$ cat src/rtl/defines.sv
// Store op size encodings shared by the store buffer, drain controller and load bypass.
`ifndef STORE_DEFINES_SV
`define STORE_DEFINES_SV

`define SIZE_WRITE_WIDTH 2
`define BYTE_SIZE        2'b01
`define FULL_WORD_SIZE   2'b10

`endif

$ cat src/rtl/store_drain_pkg.sv
// Shared types and constants for the store-drain controller and its strobe generator.
`include "defines.sv"

package store_drain_pkg;

    localparam int unsigned STRB_W = 4;
    localparam int unsigned SIZE_W = `SIZE_WRITE_WIDTH;

    localparam logic [SIZE_W-1:0] SIZE_BYTE = `BYTE_SIZE;
    localparam logic [SIZE_W-1:0] SIZE_WORD = `FULL_WORD_SIZE;

    typedef enum logic [2:0] {
        IDLE  = 3'd0,
        WRITE = 3'd1,
        MISS  = 3'd2,
        DONE  = 3'd3,
        GAP   = 3'd4
    } drain_state_t;

endpackage

$ cat src/rtl/store_drain_ctrl_if.sv
// Store-buffer head, cache write port and line-fill handshake seen by the drain controller.
interface store_drain_ctrl_if
    import store_drain_pkg::*;
#(
    parameter int unsigned WORD_SIZE     = 32,
    parameter int unsigned ADDRESS_WIDTH = 32,
    parameter int unsigned COUNT_WIDTH   = 16
);

    logic                     sb_valid;
    logic [ADDRESS_WIDTH-1:0] sb_addr;
    logic [WORD_SIZE-1:0]     sb_value;
    logic [SIZE_W-1:0]        sb_size;
    logic                     store_success;
    logic                     load_active;
    logic                     dc_wr_req;
    logic [ADDRESS_WIDTH-1:0] dc_wr_addr;
    logic [WORD_SIZE-1:0]     dc_wr_data;
    logic [STRB_W-1:0]        dc_wr_strb;
    logic                     dc_wr_hit;
    logic                     dc_wr_miss;
    logic                     mem_fill_req;
    logic                     mem_fill_done;
    logic                     align_error;
    logic                     busy;
    logic [COUNT_WIDTH-1:0]   drained_count;

    modport master (
        input  sb_valid, sb_addr, sb_value, sb_size, load_active,
               dc_wr_hit, dc_wr_miss, mem_fill_done,
        output store_success, dc_wr_req, dc_wr_addr, dc_wr_data, dc_wr_strb,
               mem_fill_req, align_error, busy, drained_count
    );

    modport slave (
        output sb_valid, sb_addr, sb_value, sb_size, load_active,
               dc_wr_hit, dc_wr_miss, mem_fill_done,
        input  store_success, dc_wr_req, dc_wr_addr, dc_wr_data, dc_wr_strb,
               mem_fill_req, align_error, busy, drained_count
    );

endinterface

$ cat src/rtl/store_strobe_gen.sv
// Byte-lane enables and lane-replicated write data for a store of a given size and offset.
module store_strobe_gen
    import store_drain_pkg::*;
#(
    parameter int unsigned WORD_SIZE = 32
) (
    input  logic [SIZE_W-1:0]    size_i,
    input  logic [1:0]           addr_lo_i,
    input  logic [WORD_SIZE-1:0] value_i,
    output logic [STRB_W-1:0]    strb_o,
    output logic [WORD_SIZE-1:0] data_o
);

    // Unknown size encodings still pass data through but enable no lanes.
    always_comb begin
        strb_o = '0;
        data_o = value_i;
        case (size_i)
            SIZE_BYTE: begin
                strb_o = STRB_W'(1) << addr_lo_i;
                data_o = {(WORD_SIZE/8){value_i[7:0]}};
            end
            SIZE_WORD: strb_o = '1;
            default:   strb_o = '0;
        endcase
    end

endmodule

$ cat src/rtl/store_drain_ctrl.sv
// Drains the store buffer head into the data cache one store at a time, filling lines on a miss.
module store_drain_ctrl
    import store_drain_pkg::*;
#(
    parameter int unsigned WORD_SIZE     = 32,
    parameter int unsigned ADDRESS_WIDTH = 32,
    parameter int unsigned COUNT_WIDTH   = 16
) (
    input  logic               clk,
    input  logic               rst,
    store_drain_ctrl_if.master bus
);

    drain_state_t             state_q, state_d;
    logic [ADDRESS_WIDTH-1:0] addr_q, addr_d;
    logic [WORD_SIZE-1:0]     value_q, value_d;
    logic [SIZE_W-1:0]        size_q, size_d;
    logic                     err_q, err_d;
    logic [COUNT_WIDTH-1:0]   count_q, count_d;

    logic wr_req, fill_req, success, align_err, misaligned;

    always_ff @(posedge clk or negedge rst) begin
        if (!rst) begin
            state_q <= IDLE;
            addr_q  <= '0;
            value_q <= '0;
            size_q  <= '0;
            err_q   <= 1'b0;
            count_q <= '0;
        end else begin
            state_q <= state_d;
            addr_q  <= addr_d;
            value_q <= value_d;
            size_q  <= size_d;
            err_q   <= err_d;
            count_q <= count_d;
        end
    end

    assign misaligned = (bus.sb_size == SIZE_WORD) && (bus.sb_addr[1:0] != 2'b00);

    always_comb begin
        state_d   = state_q;
        addr_d    = addr_q;
        value_d   = value_q;
        size_d    = size_q;
        err_d     = err_q;
        count_d   = count_q;
        wr_req    = 1'b0;
        fill_req  = 1'b0;
        success   = 1'b0;
        align_err = 1'b0;
        case (state_q)
            IDLE: begin
                if (bus.sb_valid) begin
                    addr_d  = bus.sb_addr;
                    value_d = bus.sb_value;
                    size_d  = bus.sb_size;
                    err_d   = misaligned;
                    state_d = misaligned ? DONE : WRITE;
                end
            end
            WRITE: begin
                // Loads own the port; a hit wins over a simultaneous miss.
                if (!bus.load_active) begin
                    wr_req = 1'b1;
                    if (bus.dc_wr_hit)       state_d = DONE;
                    else if (bus.dc_wr_miss) state_d = MISS;
                end
            end
            MISS: begin
                fill_req = 1'b1;
                if (bus.mem_fill_done) state_d = WRITE;
            end
            DONE: begin
                success   = 1'b1;
                align_err = err_q;
                count_d   = count_q + COUNT_WIDTH'(1);
                state_d   = GAP;
            end
            GAP:     state_d = IDLE;
            default: state_d = IDLE;
        endcase
    end

    store_strobe_gen #(
        .WORD_SIZE (WORD_SIZE)
    ) u_strobe_gen (
        .size_i    (size_q),
        .addr_lo_i (addr_q[1:0]),
        .value_i   (value_q),
        .strb_o    (bus.dc_wr_strb),
        .data_o    (bus.dc_wr_data)
    );

    assign bus.dc_wr_req     = wr_req;
    assign bus.dc_wr_addr    = {addr_q[ADDRESS_WIDTH-1:2], 2'b00};
    assign bus.mem_fill_req  = fill_req;
    assign bus.store_success = success;
    assign bus.align_error   = align_err;
    assign bus.busy          = (state_q != IDLE);
    assign bus.drained_count = count_q;

endmodule

$ cat src/flat_wrapper.sv
// flat-port wrapper written by rule: the top's interface ports become plain ports
module store_drain_ctrl_flat import store_drain_pkg::*;
#(
    parameter int unsigned WORD_SIZE     = 32,
    parameter int unsigned ADDRESS_WIDTH = 32,
    parameter int unsigned COUNT_WIDTH   = 16
)
  (clk, rst, bus_sb_valid, bus_sb_addr, bus_sb_value, bus_sb_size, bus_load_active, bus_dc_wr_hit, bus_dc_wr_miss, bus_mem_fill_done, bus_store_success, bus_dc_wr_req, bus_dc_wr_addr, bus_dc_wr_data, bus_dc_wr_strb, bus_mem_fill_req, bus_align_error, bus_busy, bus_drained_count);
  store_drain_ctrl_if #(.WORD_SIZE(WORD_SIZE), .ADDRESS_WIDTH(ADDRESS_WIDTH), .COUNT_WIDTH(COUNT_WIDTH)) bus_i ();
  input  logic clk;
  input  logic rst;
  input wire logic [$bits(bus_i.sb_valid)-1:0] bus_sb_valid;
  input wire logic [$bits(bus_i.sb_addr)-1:0] bus_sb_addr;
  input wire logic [$bits(bus_i.sb_value)-1:0] bus_sb_value;
  input wire logic [$bits(bus_i.sb_size)-1:0] bus_sb_size;
  input wire logic [$bits(bus_i.load_active)-1:0] bus_load_active;
  input wire logic [$bits(bus_i.dc_wr_hit)-1:0] bus_dc_wr_hit;
  input wire logic [$bits(bus_i.dc_wr_miss)-1:0] bus_dc_wr_miss;
  input wire logic [$bits(bus_i.mem_fill_done)-1:0] bus_mem_fill_done;
  output wire logic [$bits(bus_i.store_success)-1:0] bus_store_success;
  output wire logic [$bits(bus_i.dc_wr_req)-1:0] bus_dc_wr_req;
  output wire logic [$bits(bus_i.dc_wr_addr)-1:0] bus_dc_wr_addr;
  output wire logic [$bits(bus_i.dc_wr_data)-1:0] bus_dc_wr_data;
  output wire logic [$bits(bus_i.dc_wr_strb)-1:0] bus_dc_wr_strb;
  output wire logic [$bits(bus_i.mem_fill_req)-1:0] bus_mem_fill_req;
  output wire logic [$bits(bus_i.align_error)-1:0] bus_align_error;
  output wire logic [$bits(bus_i.busy)-1:0] bus_busy;
  output wire logic [$bits(bus_i.drained_count)-1:0] bus_drained_count;
  assign bus_i.sb_valid = bus_sb_valid;
  assign bus_i.sb_addr = bus_sb_addr;
  assign bus_i.sb_value = bus_sb_value;
  assign bus_i.sb_size = bus_sb_size;
  assign bus_i.load_active = bus_load_active;
  assign bus_i.dc_wr_hit = bus_dc_wr_hit;
  assign bus_i.dc_wr_miss = bus_dc_wr_miss;
  assign bus_i.mem_fill_done = bus_mem_fill_done;
  assign bus_store_success = bus_i.store_success;
  assign bus_dc_wr_req = bus_i.dc_wr_req;
  assign bus_dc_wr_addr = bus_i.dc_wr_addr;
  assign bus_dc_wr_data = bus_i.dc_wr_data;
  assign bus_dc_wr_strb = bus_i.dc_wr_strb;
  assign bus_mem_fill_req = bus_i.mem_fill_req;
  assign bus_align_error = bus_i.align_error;
  assign bus_busy = bus_i.busy;
  assign bus_drained_count = bus_i.drained_count;
  store_drain_ctrl #(.WORD_SIZE(WORD_SIZE), .ADDRESS_WIDTH(ADDRESS_WIDTH), .COUNT_WIDTH(COUNT_WIDTH)) u_core (.clk(clk), .rst(rst), .bus(bus_i));
endmodule
$ cat config.mk
export PLATFORM = sky130hd
export DESIGN_NAME = store_drain_ctrl_flat
export DESIGN_NICKNAME = d
export VERILOG_FILES = /design/src/rtl/store_drain_pkg.sv /design/src/rtl/store_drain_ctrl_if.sv /design/src/rtl/store_strobe_gen.sv /design/src/rtl/store_drain_ctrl.sv /design/src/flat_wrapper.sv
export VERILOG_INCLUDE_DIRS = /design/src /design/src/rtl
export SDC_FILE = /design/constraint.sdc
export NUM_CORES = 1
export LEC_CHECK = 0
export BUFFER_PORTS_ARGS = -buffer_cell sky130_fd_sc_hd__buf_2
export CAP_MARGIN = 20
export CORE_ASPECT_RATIO = 1.25
export CORE_UTILIZATION = 25
export CTS_CLUSTER_SIZE = 14
export DETAILED_ROUTE_END_ITERATION = 10
export MAX_ROUTING_LAYER = met4
export PLACE_DENSITY = 0.45
export REMOVE_ABC_BUFFERS = 1
export SYNTH_ARGS = -nofsm -noshare
export SYNTH_HDL_FRONTEND = slang
export SYNTH_HIERARCHICAL = 1
export SYNTH_SLANG_ARGS = --single-unit
$ cat constraint.sdc
create_clock -name clk -period 2.6 [get_ports clk]
set_input_delay 0.13 -clock clk [delete_from_list [all_inputs] [get_ports clk]]
set_output_delay 0.13 -clock clk [all_outputs]
set_load 0.005 [all_outputs]
# == After elaboration in Yosys (flattened, before gate mapping) ==
# Cells that the tools add are included.
# classes
n_mul,0
reduce_logical,6
add_sub_neg,1
n_shift,1
n_mux,14
div,0
bitwise,0
n_lt_le_gt_ge,0
eq_ne,10
# ops
op,count
$mux W32,1
$add A16 B1 Y16 const B,1
$mux W3,5
$pmux W3 S4,1
$pmux W4 S2,1
$eq A3 B2 Y1 const B,2
$ne A2 B2 Y1 const B,3
$mux W1,5
$eq A2 B2 Y1 const B,2
$reduce_and A4 Y1,1
$shl A1 B2 Y4 const A,1
$eq A3 B1 Y1 const B,1
$logic_not A3 Y1,1
$ne A3 B3 Y1 const B,1
$reduce_bool A3 Y1,1
$eq A2 B1 Y1 const B,1
$mux W2,1
$reduce_and A2 Y1,1
$reduce_bool A2 Y1,1
$logic_and A1 B1 Y1,1
# totals
mem_count,0
input_bits,73
mem_bits_ro,0
latch_bits,0
word_cells,38
register_bits,86
ram_bits,0

# == Logic depth before layout (Yosys ltp) ==
# logic_depth
word_depth,5
depth_mapped,6
mapped_depth_nobuf,5

# == Hierarchy ==
# The synthesis kept the hierarchy.
# by_module_without_submodules
module,seq_area_each_um2,area_each_um2,instances,cells_each
store_drain_ctrl,2152.1,3852.4,1,264
store_strobe_gen,0.0,395.4,1,79

# == Worst setup path after synthesis ==
# No wires, ideal clock.
# synth_timing
path_type,reg-to-reg
from,register u_core.state_q[0]
to,register u_core.addr_q[0]
setup_slack_ns,0.906
required_ns,2.475
arrival_ns,1.569
stages_incl_launch_ff,7
path_cell_list,dfrtp_1 buf_6 or3_4 nor2_8 buf_12 buf_12 mux2_4
# synth_via
elab_chain_cells,2
# synth_rtl
element,line_no,rtl
"start, declared",store_drain_ctrl.sv:14,"drain_state_t state_q, state_d;"
"start signal, assigned",store_drain_ctrl.sv:32,state_q <= state_d;
$logic_not A3 Y1,store_drain_ctrl.sv:54,case (state_q)
$reduce_and A2 Y1 (no source line),--,
"end signal, assigned",store_drain_ctrl.sv:33,addr_q <= addr_d;
"end, declared",store_drain_ctrl.sv:15,"logic [ADDRESS_WIDTH-1:0] addr_q, addr_d;"
# No other way between the ends.
# A chain may end at the register's enable or synchronous reset.

# == Worst setup path after layout ==
# layout_timing
from,register u_core.state_q[0]
to,register u_core.addr_q[24]
# Same word-level chain as after synthesis.

==> metrics.cfg <==
[routing]
vias = 2878
avgRoutedWirePerCell_um = 13.4
drc = 0
postRouteAntennaNets = 0
finalWirelength_mm = 9.45
first_pass_iters = 5
drt_iter0_markers = 63
viasPerCell = 4.09

[timing]
setup_tns_ns = 0
period_share = 0.752
fmax_mhz = 512
worstMarginPinSlew_ns = 0.594
layout_setup_ws_ns = 0.646
finalCriticalPeriod_ns = 1.95
drv_slew = 0
hold_viol_final = 0
slew_headroom = 0.604
setup_violations = 0
clock_skew_ns = 0.00678
timing.hold.ws_ns = 0.0232
rsz0062_at_grt = no

[synth]
synth.area.top_cells = dfrtp_1, mux2_4, mux2_2
yosys_most_used_dff = dfrtp_1
yosysMostFrequentCell = dfrtp_1
syn_inst = 343
ys_ff_latch = 86
yosysSeqAreaShare = 0.507
synth_edf_count = 0
synthTopCellsByCount = dfrtp_1, buf_4, mux2_2, inv_1, mux2_4
syn-cell-area_um2 = 4250
avgSynthCellArea_um2 = 12.4
synthArstFlopShare = 1.00
yosysWarnings = 6
synth_cell_type_count = 37
synth_top_area_frac = 0.507
synth_top_cell_by_area = dfrtp_1

[grt]
grt_pass1_wl_mm = 15.4
track_usage = 0.117
grt_overflow = 0
grt_antenna_before_repair = 1
top_usage_layer = met2
grt_pass1_vias = 3084
grt_use_met3 = 0.0367
use_met1 = 0.132
use_met2 = 0.192
grt_start_max_net_pins = 46

[floorplan]
die-area_um2 = 17500
die_h_um = 148
row_count = 52
core_um2 = 16400
io-pin-count = 162
die_w_um = 119
start_util = 0.259

[power]
clock_power_share = 0.199
p_comb_frac = 0.421
leakagePower_nw = 2.70
switching_share = 0.332
p_sw_mw = 2.03
pwr-share-seq = 0.380
pwr_density_cell_nw_per_um2 = 1140
p_int_mw = 4.09
irDropWorstVdd_mv = 0.416

[run_status]
status = complete, no violations

[critical_path]
slowest_stage = dfrtp_1
critical_path_buf_inv_count = 1
reg2reg_from = u_core/state_q[0]$_DFFE_PN0P_
cp.arrival_ns = 2.18
startpoint = u_core/state_q[0]$_DFFE_PN0P_
crit_family = simple AND/OR/NAND/NOR gates
critical_path_class = reg2reg
endpoint_kind = flop
path_cells = or3_4, nor2_8, buf_4, mux2_2
crit_path_max_fanout = 30
slowest_delay_ns = 0.48
required_ns = 2.82
setup.worst_path.start_class = flop
rrSetupSlack_ns = 0.65

[cells_and_area]
final_util = 0.328
multi_input_area_um2 = 1540
layout-drive-gt1-share = 0.521
final-seq-area_um2 = 2150
layoutNonFillerInstCount = 703
fin_nets = 557
fillerInstances = 1696
syn_to_final_growth_pct = 26.6

[clock_tree]
numClockSinks = 86
cts_tree = yes
htreeDepth = 3
path_clk_slew_ns = 0.07
cts_resized = 0
clock_latency_ns = 0.34
clk_path_buf_depth = 2
cts_root_buffer = clkbuf_16
cts_made_buffers = 9

[job]
drv_cap = 0

[place]
routabilityCongestion = 0.774
portBuffers = 159
dp_hpwl_mm = 6.96
place_inst = 672
pre_cts_slack_ns = 0.625

[worst_hold_path]
worstHoldStart = bus_sb_addr[4]
hold_path.class = in2reg

[flip-flops by register name, indices dropped and copies added, names as in the netlist]
signal,count
u_core/addr_q,32
u_core/bus.drained_count,16
u_core/err_q,1
u_core/size_q,2
u_core/state_q,3
u_core/value_q,32
[stage by stage]
stage | total power, mW | cell area (um2)
after floorplan | 3.81 | 3820
after global placement | 4.89 | 4950
after detailed placement | 4.96 | 4950
after CTS | 6.27 | 5380
after global routing | 6.61 | 5380
final | 6.13 | 5380
[placed cells by master (no fill, tap or decap), types with 4 or more instances in the layout]
cell,count
buf_2,158
buf_4,4
clkbuf_16,9
clkinvlp_4,4
dfrtp_1,86
dlygate4sd3_1,14
inv_1,31
mux2_2,37
mux2_4,30
nand2_1,19
nand3_1,4
nor2_1,8
nor3_1,4
o21ai_0,25
xnor2_1,10
xor2_1,5
[power groups by stage]
stage	Clock (mW)	Sequential (mW)	Combinational, mW
5_1_grt	1.34	2.42	2.84
3_3_place_gp	0	2.32	2.57
6_report	1.22	2.33	2.58
3_5_place_dp	0	2.35	2.61
4_1_cts	1.30	2.33	2.64
2_1_floorplan	0	2.31	1.50
[worst register-to-register path: cells and delay by family, from the launching register on]
family                 cells  cell delay (ns)
AND/OR/NAND/NOR            2             0.56
flip-flops                 1             0.48
multiplexers               1             0.42
buffers and inverters      1             0.39
[final timing paths]
| kind | end | depth (start not counted) |
|---|---|---|
| min in group asynchronous | u_core/value_q[20]$_DFFE_PN0P_ | 2 |
| worst max register to register | u_core/addr_q[24]$_DFFE_PN0P_ | 4 |
| max in group asynchronous | u_core/addr_q[15]$_DFFE_PN0P_ | 3 |
| worst min-delay path | u_core/addr_q[4]$_DFFE_PN0P_ | 2 |
| worst max-delay path | u_core/addr_q[24]$_DFFE_PN0P_ | 4 |
| worst min register to register | u_core/bus.drained_count[15]$_DFFE_PN0N_ | 1 |
[cell type report]
class	instances	share of cell area
Timing Repair Buffer	178	0.186
Multi-Input combinational cell	173	0.287
Inverter	33	0.0230
Clock inverter	6	0.00884
Clock buffer	10	0.0444
Antenna cell	1	0.000465
Sequential cell	86	0.400
Tap cell	216	0.0503
[timing repair]
item,4_1_cts,5_1_grt
hold endpoints to repair,54,0
hold buffers,14,0
buffers inserted,0,0
[cell families (layout without fill, tap and decap cells)]
group | after synthesis | count (layout) | share of synthesized area
DFF | 86 | 86 | 0.507
buffers and inverters | 85 | 227 | 0.131
muxes | 68 | 68 | 0.206
and+or+nand+nor | 53 | 53 | 0.0725
AOI/OAI and AO/OA | 32 | 32 | 0.0424
xor gates and xnor gates | 15 | 15 | 0.0309
adders and majority gates | 3 | 3 | 0.00884
other | 1 | 3 | 0.000883
[metal layers]
layer / wire length [um] / vias to the layer above
li1: - / 1375
met5: 0 / -
met3: 577 / 11
met1: 4090 / 1392
met2: 4660 / 100
met4: 116 / 0
Power figures use the tool's default switching activity.
